## src/rtl/delay_latency_meter.sv

```systemverilog
// delay_latency_meter: measures the latency of an attached delay line
// by flushing it, injecting an all-ones marker and counting cycles.
module delay_latency_meter #(
  parameter int N        = 3,
  parameter int MAX_WAIT = 15,
  parameter int W        = $clog2(MAX_WAIT + 1)
) (
  input  logic         clk,
  input  logic         rst,
  input  logic         start,
  input  logic [N-1:0] odata_in,
  output logic [N-1:0] idata_out,
  output logic         busy,
  output logic         done,
  output logic [W-1:0] latency,
  output logic         timeout
);

  typedef enum logic [1:0] {
    IDLE,
    FLUSH,
    SEND,
    WAIT
  } state_t;

  localparam logic [N-1:0] MARKER  = '1;
  localparam logic [W-1:0] CNT_MAX = W'(MAX_WAIT);
  localparam logic [W-1:0] CNT_ONE = W'(1);

  state_t       state;
  logic [W-1:0] cnt;
  logic         hit;

  // Only a full all-ones word counts as the marker.
  assign hit = (odata_in == MARKER);

  // Measurement FSM; every output is registered alongside the state.
  always_ff @(posedge clk) begin
    if (rst) begin
      state     <= IDLE;
      cnt       <= '0;
      idata_out <= '0;
      busy      <= 1'b0;
      done      <= 1'b0;
      latency   <= '0;
      timeout   <= 1'b0;
    end else begin
      done <= 1'b0;
      unique case (state)
        IDLE: begin
          idata_out <= '0;
          if (start) begin
            state   <= FLUSH;
            busy    <= 1'b1;
            cnt     <= '0;
            latency <= '0;
            timeout <= 1'b0;
          end
        end
        FLUSH: begin
          if (cnt == CNT_MAX) begin
            state     <= SEND;
            cnt       <= '0;
            idata_out <= MARKER;
          end else begin
            cnt <= cnt + CNT_ONE;
          end
        end
        SEND: begin
          idata_out <= '0;
          if (hit) begin
            state   <= IDLE;
            latency <= '0;
            done    <= 1'b1;
            busy    <= 1'b0;
          end else begin
            state <= WAIT;
            cnt   <= CNT_ONE;
          end
        end
        WAIT: begin
          idata_out <= '0;
          if (hit) begin
            state   <= IDLE;
            latency <= cnt;
            done    <= 1'b1;
            busy    <= 1'b0;
            cnt     <= '0;
          end else if (cnt == CNT_MAX) begin
            state   <= IDLE;
            latency <= '0;
            timeout <= 1'b1;
            done    <= 1'b1;
            busy    <= 1'b0;
            cnt     <= '0;
          end else begin
            cnt <= cnt + CNT_ONE;
          end
        end
        default: begin
          state <= IDLE;
        end
      endcase
    end
  end

endmodule

```

## config.mk

```make
export PLATFORM = sky130hd
export DESIGN_NAME = delay_latency_meter
export DESIGN_NICKNAME = d
export VERILOG_FILES = /design/src/rtl/delay_latency_meter.sv
export SDC_FILE = /design/constraint.sdc
export NUM_CORES = 1
export LEC_CHECK = 0
export ABC_AREA = 1
export CAP_MARGIN = 20
export CORE_MARGIN = 10
export CORE_UTILIZATION = 45
export CTS_BUF_LIST = sky130_fd_sc_hd__clkbuf_8
export CTS_CLUSTER_DIAMETER = 150
export DETAILED_ROUTE_END_ITERATION = 7
export PLACE_DENSITY = 0.87
export REMOVE_ABC_BUFFERS = 1
export SYNTH_ARGS = -nofsm -noshare
export SYNTH_HDL_FRONTEND = slang
export SYNTH_SLANG_ARGS = --single-unit
export TNS_END_PERCENT = 30
```

## constraint.sdc

```tcl
create_clock -name clk -period 1.2 [get_ports clk]
set_input_delay 0.12 -clock clk [delete_from_list [all_inputs] [get_ports clk]]
set_output_delay 0.12 -clock clk [all_outputs]
set_load 0.01 [all_outputs]
```

* Word level (Yosys, flattened, before mapping)
Index checks and enable logic that the tools add are counted.
** Operators by class
- Add/sub/neg operators :: 1
- Equality and inequality tests :: 12
- Muxes and demuxes :: 30
- Reduce and logical (&&, ||, !) cells :: 8
** Operators with widths (number)
- 2-to-1 mux 4 bit :: 7
- case mux 4 bit (4 select lines) :: 1
- != test 2 bit (second input constant) :: 6
- case mux 4 bit (3 select lines) :: 1
- 2-to-1 mux 1 bit :: 10
- 2-to-1 mux 2 bit :: 5
- case mux 2 bit (4 select lines) :: 1
- AND reduction 4 bit :: 2
- case mux 3 bit (2 select lines) :: 1
- adder 4 x 1 -> 4 bit (second input constant) :: 1
- equality test 2 bit (second input constant) :: 2
- equality test 4 bit (second input constant) :: 1
- case mux 1 bit (2 select lines) :: 2
- equality test 3 bit (second input constant) :: 1
- 2-to-1 mux 3 bit :: 1
- != test 3 bit (second input constant) :: 1
- case mux 1 bit (3 select lines) :: 1
- AND reduction 3 bit :: 1
- nonzero test 3 bit :: 1
- OR reduction 3 bit :: 1
- equality test 2 x 1 -> 1 bit (second input constant) :: 1
- zero test 2 bit :: 1
- AND reduction 2 bit :: 1
- nonzero test 2 bit :: 1
** Storage, ports and cells
- Flip-flop bits (word level) :: 16
- Bits of input ports :: 6
- Logic and storage cells :: 58

* Longest topological paths before layout
- Word-level depth :: 4
- Mapped depth :: 8
- Gate-level depth less buffers :: 8

* Worst setup path after synthesis
No wires, ideal clock.
- Kind :: reg2reg
- From :: reg cnt[0]
- To :: reg latency[1]
- Setup time :: 0.113 ns
- Data arrival time :: 1.075 ns
- Path slack :: 0.012 ns
- Cell stages (with the launch flop) :: 9
- Buffers on the path :: 0
- Path through :: dfxtp_1 > ha_1 > nand3_1 > nand2_1 > nor2_2 > nor2_4 > nand2_1 > nand2_1 > nor2_1
** Between the ends
- Word-level cells in the longest chain between the ends :: 3
** Ends and longest elaborated chain
- start, declared :: line 31 : logic [W-1:0] cnt;
- start signal, assigned :: line 66 : cnt <= cnt + CNT_ONE;
- start signal, assigned :: line 97 : cnt <= cnt + CNT_ONE;
- equality test 4 bit :: line 89 : end else if (cnt == CNT_MAX) begin
- != test 3 bit (no line)
- AND reduction 4 bit (no line)
- end signal, assigned :: line 85 : latency <= cnt;
- end, declared :: line 15 : output logic [W-1:0] latency,
No other way between the ends.
A chain may end at the register's enable or synchronous reset.

* Worst setup path in the final report
- From :: reg state[1]
- To :: reg timeout
** Between the ends
- Word-level cells in the longest chain between the ends :: 3
** Ends and longest elaborated chain
- start, declared :: line 30 : state_t state;
- start signal, assigned :: line 40 : state <= IDLE;
- start signal, assigned :: line 53 : state <= FLUSH;
- start signal, assigned :: line 62 : state <= SEND;
- equality test 2 bit or zero test 2 bit (tied branches) :: line 49 : unique case (state)
- != test 2 bit (no line) or nonzero test 2 bit (tied branches)
- AND reduction 4 bit (no line)
- end signal, assigned :: line 46 : timeout <= 1'b0;
- end signal, assigned :: line 57 : timeout <= 1'b0;
- end signal, assigned :: line 92 : timeout <= 1'b1;
- end, declared :: line 16 : output logic timeout
Several ways; a longest one is shown, not always the timed one.

==> report_table.html <==
<table>
<tr><th>Metric</th><th>Value</th></tr>
<tr><th colspan="2">Run status</th></tr>
<tr><td>Status</td><td>completed</td></tr>
<tr><th colspan="2">Floorplan</th></tr>
<tr><td>Initial cell density of the core</td><td>0.4651</td></tr>
<tr><td>Number of I/O pins</td><td>16</td></tr>
<tr><td>Floorplan die area</td><td>between 3000 and 4000 sq um</td></tr>
<tr><td>Placement row count</td><td>14</td></tr>
<tr><td>DIE WIDTH</td><td>59 microns</td></tr>
<tr><td>Vert. Die Dim</td><td>just under 60 microns</td></tr>
<tr><td>Std-Cell Core Area</td><td>1471 sq um</td></tr>
<tr><th colspan="2">Timing</th></tr>
<tr><td>Final count of negative-setup-slack endpoints</td><td>0</td></tr>
<tr><td>Max Fclk</td><td>851.8 MHz</td></tr>
<tr><td>Worst Slack Setup Final</td><td>0.02599 ns</td></tr>
<tr><td>Final hold violations</td><td>0</td></tr>
<tr><td>Share of the cycle needed by the critical path after routing</td><td>0.9783</td></tr>
<tr><td>Hold Slack</td><td>0.3785 ns</td></tr>
<tr><td>Post-Route Skew</td><td>approximately 0.0024 ns</td></tr>
<tr><td>Post-Route Setup TNS</td><td>0 ns</td></tr>
<tr><td>Min cycle time layout</td><td>1.174 ns</td></tr>
<tr><td>Final max-slew violation count</td><td>0</td></tr>
<tr><td>RSZ-0062 raised after global routing</td><td>yes</td></tr>
<tr><td>Transition time at the pin with the least slew margin</td><td>0.3657 ns</td></tr>
<tr><td>Slew margin rel.</td><td>0.7543</td></tr>
<tr><th colspan="2">Placement</th></tr>
<tr><td>Weighted congestion reported at the end of routability-driven placement</td><td>approximately 0.9</td></tr>
<tr><td># port buffers</td><td>15</td></tr>
<tr><td>Pre-CTS setup slack</td><td>-0.2330 ns</td></tr>
<tr><td>Total placed cells including tap cells</td><td>134</td></tr>
<tr><td>HPWL after detailed placement</td><td>between 1 and 1.5 mm</td></tr>
<tr><th colspan="2">Global routing</th></tr>
<tr><td>GRT Residual Overflow</td><td>0</td></tr>
<tr><td>Vias in the first global route</td><td>roughly 750</td></tr>
<tr><td>Wire length of the first global-routing pass</td><td>3.180 mm</td></tr>
<tr><td>Combined global-route utilization of all metal layers</td><td>0.1197</td></tr>
<tr><td>Number of antenna violations at the first check in global routing</td><td>0</td></tr>
<tr><td>Maximum number of pins on one net before global-route repair</td><td>9</td></tr>
<tr><th colspan="2">Job</th></tr>
<tr><td>Max Cap Violations</td><td>0</td></tr>
<tr><th colspan="2">Synthesis</th></tr>
<tr><td>Cell taking the most area after synthesis</td><td>dfxtp_1</td></tr>
<tr><td>Count of yosys warnings during synthesis</td><td>0</td></tr>
<tr><td>Cell types with the largest area share after synthesis</td><td>dfxtp_1, nand2_1, nor2_1</td></tr>
<tr><td>Flip-flop cell with the highest count after synthesis</td><td>dfxtp_1</td></tr>
<tr><td>Register area share after synthesis</td><td>0.4095</td></tr>
<tr><td>Async set-or-reset flop fraction in the synthesized netlist</td><td>0</td></tr>
<tr><td>Area share of the largest cell type after synthesis</td><td>0.4095</td></tr>
<tr><td>EDFF count, synth</td><td>0</td></tr>
<tr><td>Per-instance average area after synthesis</td><td>7.281 sq um</td></tr>
<tr><td>Most common cell in the netlist</td><td>nand2_1</td></tr>
<tr><td>Number of synthesized register bits</td><td>14</td></tr>
<tr><td>Area of the mapped netlist</td><td>~700 sq um</td></tr>
<tr><td>Number of standard cells after synthesis</td><td>94</td></tr>
<tr><td>Most instantiated cells after synthesis</td><td>nand2_1, nor2_1, dfxtp_1</td></tr>
<tr><td>Count of different cell masters after synthesis</td><td>24</td></tr>
<tr><th colspan="2">Clock tree</th></tr>
<tr><td>TritonCTS clock tree</td><td>yes</td></tr>
<tr><td>Clk buf depth</td><td>2</td></tr>
<tr><td>Post-CTS setup-driven buffer insertion count</td><td>0</td></tr>
<tr><td>Root buf cell</td><td>clkbuf_8</td></tr>
<tr><td>Latest clock arrival within the worst-skew pair</td><td>~0.25 ns</td></tr>
<tr><td>Clock buffers created by TritonCTS</td><td>3</td></tr>
<tr><td>Clock-pin slew reported for the worst setup and hold paths after clock tree synthesis</td><td>0.05 ns</td></tr>
<tr><td># H-tree levels</td><td>1</td></tr>
<tr><td>Sink count of the clock tree</td><td>14</td></tr>
<tr><th colspan="2">Final layout</th></tr>
<tr><td>Share of final-layout standard cells stronger than drive strength 1</td><td>0.3033</td></tr>
<tr><td>Total inserted antenna cells</td><td>0</td></tr>
<tr><td>Cell Count, Final, Fillers Out</td><td>~140</td></tr>
<tr><td>Layout area overhead</td><td>54.48%</td></tr>
<tr><td>NumNets Final</td><td>130</td></tr>
<tr><th colspan="2">Hold path</th></tr>
<tr><td>Hold crit path type</td><td>primary input to register</td></tr>
<tr><th colspan="2">Critical path</th></tr>
<tr><td>Critical path peak fanout</td><td>5</td></tr>
<tr><td>Crit end category</td><td>register</td></tr>
<tr><td>Worst Setup Start Kind</td><td>register</td></tr>
<tr><td>Kind of critical path</td><td>register to register</td></tr>
<tr><td>CP required</td><td>around 1.4 ns</td></tr>
<tr><td>Arrival @ worst endpoint</td><td>1.35 ns</td></tr>
<tr><th colspan="2">Pwr</th></tr>
<tr><td>Static Leak</td><td>0.5122 nW</td></tr>
<tr><td>Total power per unit cell area</td><td>1307 nW/um^2</td></tr>
<tr><td>Overall power consumption</td><td>1.382 mW</td></tr>
<tr><td>Worst IR Drop VDD</td><td>0.0009870 V</td></tr>
<tr><th colspan="2">Drt</th></tr>
<tr><td>Drt wl/cell</td><td>13.73 microns</td></tr>
<tr><td>Number of search-and-repair iterations in the first detailed-routing pass</td><td>4</td></tr>
<tr><td>Initial drt markers</td><td>19</td></tr>
<tr><td>Antenna Nets Post-Route</td><td>0</td></tr>
<tr><td>Detail-routed via count per cell</td><td>5.210</td></tr>
<tr><td>Routed WL</td><td>around 1.9 mm</td></tr>
<tr><td>DRC viols</td><td>0</td></tr>
<tr><td>Via count</td><td>~720</td></tr>
</table>
[routing by layer]
layer	GRT usage	routed length, microns	up-vias
met4	0.05902	48	0
met2	0.2192	1047	19
met1	0.1043	684	333
met3	0.06009	114	7
li1	-	-	360
met5	0	0	-
[report_power, final]
group / internal (mW) / total, mW / switching (mW)
Combinational: 0.165 / 0.370 / 0.205
Sequential: 0.516 / 0.563 / 0.0467
Clock: 0.291 / 0.450 / 0.159
[layout make-up]
cell class                 instances  area [sq um]
clock buffer                       4         55.05
timing repair buffer              28         242.7
fill                             106         414.1
tap                               16         20.02
sequential                        14         287.8
inverter                           9         36.28
multi-input combinational         67         415.4
[worst paths after layout]
| check | startpoint | to | slack (ns) | cells past startpoint |
|---|---|---|---|---|
| worst max-delay path | state[1]$_SDFFE_PP0P_ | timeout$_SDFFE_PP0P_ | 0.03 | 5 |
| worst min-delay path | odata_in[0] | latency[0]$_SDFFE_PP0P_ | 0.38 | 4 |
| worst max register to register | state[1]$_SDFFE_PP0P_ | timeout$_SDFFE_PP0P_ | 0.03 | 5 |
| worst min register to register | latency[0]$_SDFFE_PP0P_ | latency[0]$_SDFFE_PP0P_ | 0.47 | 2 |
[layout by cell type (no fill, tap or decap), types with 2 or more instances in the layout]
cell / Yosys / final
nand2_2: 1 / 3
a21oi_1: 7 / 7
dfxtp_1: 14 / 10
nor3_1: 3 / 3
dfxtp_2: 0 / 3
nand3_2: 2 / 2
buf_4: 3 / 13
nor2_4: 1 / 2
o21ai_0: 3 / 3
nor2_1: 15 / 15
inv_2: 1 / 2
clkbuf_8: 0 / 4
dlygate4sd2_1: 0 / 10
dlymetal6s2s_1: 0 / 3
clkdlybuf4s50_1: 0 / 2
inv_1: 8 / 6
nand3_4: 0 / 2
nand2_1: 20 / 17
nand3_1: 5 / 3
[flip-flops by register name, indices dropped and copies added (netlist names)]
name	flops
done	1
idata_out	1
latency	4
timeout	1
cnt	4
busy	1
state	2
[timing repair]
item                       CTS  global route
gates cloned                 0             0
pin swaps                    5             4
gates resized for setup     22            12
hold buffers                 0             0
setup endpoints to repair   20            11
[per-stage QoR]
stage / util / area, sq um
2_1_floorplan: - / 658.1
3_3_place_gp: 0.6293 / 925.9
3_5_place_dp: 0.6293 / 925.9
4_1_cts: 0.6905 / 1016
5_1_grt: 0.7185 / 1057
6_report: 0.7185 / 1057
[critical path, cell delays in order (launching register included)]
cell     delay, ns
dfxtp_4       0.38
nor3_1        0.35
nor2_1        0.09
nor2_1        0.12
nor2_1        0.05
nor3_1        0.11
[logic make-up after synthesis]
| kind of cell | Yosys count | synth area share |
|---|---|---|
| flops | 14 | 0.4095 |
| fa+ha+maj | 1 | 0.01828 |
| simple gates | 50 | 0.3419 |
| buf+inv | 13 | 0.08774 |
| xor+xnor | 2 | 0.02560 |
| compound gates | 14 | 0.1170 |
Power figures use the tool's default switching activity.
==> patch, RTL diff (config.mk and constraints unchanged) <==
Make the reset (`rst`) asynchronous in one clocked block.
--- a/src/rtl/delay_latency_meter.sv
+++ b/src/rtl/delay_latency_meter.sv
@@ -35,7 +35,7 @@
   assign hit = (odata_in == MARKER);
 
   // Measurement FSM; every output is registered alongside the state.
-  always_ff @(posedge clk) begin
+  always_ff @(posedge clk or posedge rst) begin
     if (rst) begin
       state     <= IDLE;
       cnt       <= '0;
Check against the original RTL: differs if rst is asserted again (counterexample within 4 cycles, from zero or initial values and one cycle with rst high); with rst held inactive, the same outputs for 10 cycles.
==> patch against the unedited design <==
Synthesized area increased by 5.3%; fmax increased by 1.9%; first-iteration DRC count decreased by 74%; routed wire length decreased by 7.4%; worst setup slack improved by 0.022 ns; utilization decreased by 8.1 points; sequential cell count unchanged; cell area decreased by 9.2%.
Power is not compared: it rests on default switching activity, and its combinational part moved more than twofold at a synthesized area within 25%.
==> patch: results <==
set metrics [dict create \
    status "finished, final reports clean" \
    arrival_ns 1.32 \
    wl_per_cell_um 14.63 \
    routed_via_density 5.217 \
    path_delay_family "flip-flops" \
    crit_path_end "timeout" \
    crit_path_start "cnt[1]" \
    grt_max_degree 15 \
    grt_pass1_wl_mm 2.829 \
    ys_async_sr_fraction_pct 100.0 \
    firstDrtPassIters 4 \
    worst_pin_slew_ns 0.2270 \
    reg2reg_slack_ns 0.05 \
    hp-class "in2async" \
    cts_buffers 3 \
    hpwl_mm 1.240 \
    met3_length_um 80 \
    synthTopCellsByArea "dfrtp_1, nand2_1, inv_1, nand3_1, nand4_4" \
    drtIter0Drc 5 \
    period_needed_ns 1.152 \
    synth_cell_types 20 \
    use_met2_pct 16.18 \
    grt_pass1_vias 653 \
    slowest_delay_ns 0.35 \
    fin_nets 112 \
    met1Wirelength_um 733 \
    skew_ns 0.003426 \
    grt.total_usage_pct 10.33 \
    grtUsageMet3_pct 3.178 \
    ys_seq_area_share_pct 48.61 \
    critPathSlowestCell "dfrtp_1" \
    synth_commonest_cells "nand2_1, dfrtp_1, inv_1" \
    crit_fanout 3 \
    use_met1_pct 11.29 \
    gp_congestion 0.8568 \
    wl_met2_um 902 \
    path_clk_slew_ns 0.06 \
    synth_edf_count 0 \
    io_buffer_count 15 \
    synth_ff_type "dfrtp_1" \
    drive_gt1_share_pct 22.12 \
    dpl_worst_slack_ns -0.1152 \
]
-- patch: cell types whose count changed after synthesis, moves of 2 or more --
cell | unedited run | this run
nand2_1 | 20 | 27
nor3_1 | 3 | 0
nand2_2 | 1 | 3
nor2_1 | 15 | 5
dfxtp_1 | 14 | 0
o21ai_0 | 3 | 0
o21ai_1 | 0 | 2
a21oi_1 | 7 | 2
dfrtp_1 | 0 | 14
-- patch: worst register-to-register path, cell delays in order, from the launching register on --
cell and delay [ns]:
dfrtp_1 0.35, ha_2 0.20, nand3_2 0.11, inv_1 0.13
nand3_1 0.11, a21oi_1 0.17
-- patch: final cells by class --
cell class,instances,area [sq um]
Fill cell,135,546.8
Sequential cell,14,352.8
Multi-Input combinational cell,56,319.1
Timing Repair Buffer,20,175.2
Clock buffer,4,55.05
Inverter,10,37.54
Tap cell,16,20.02
-- patch: cells by family (layout without fill, tap and decap cells) --
family | Yosys count | in the layout | synth area share [%]
AO/OA/AOI/OAI | 7 | 7 | 6.424
XOR/XNOR | 2 | 2 | 2.431
adder cells (fa/ha/maj) | 1 | 1 | 1.736
buffers and inverters | 13 | 34 | 8.853
flip-flops | 14 | 14 | 48.61
AND/OR/NAND/NOR | 46 | 46 | 31.95
-- patch: per-stage QoR --
stage	area, sq um	hold WS (ns)	instances
global placement	894.6	0.4308	115
global route	959.7	0.2348	120
detailed placement	894.6	0.4357	115
finish	959.7	0.1730	120
CTS	937.1	0.1754	119
floorplan	694.4	0.009219	80
-- patch: where the power goes --
group	total [W]	switching, W	leakage, nW	internal (W)
sequential	0.000830	0.000172	0.178	0.000658
combinational	0.000971	0.000537	0.329	0.000434
clock	0.000469	0.000178	0.0288	0.000291
-- patch: what timing repair did --
action                     4_1_cts  5_1_grt
pin swaps                        0        1
gates resized for setup         10        5
buffers inserted                 0        1
setup endpoints to repair       10       13
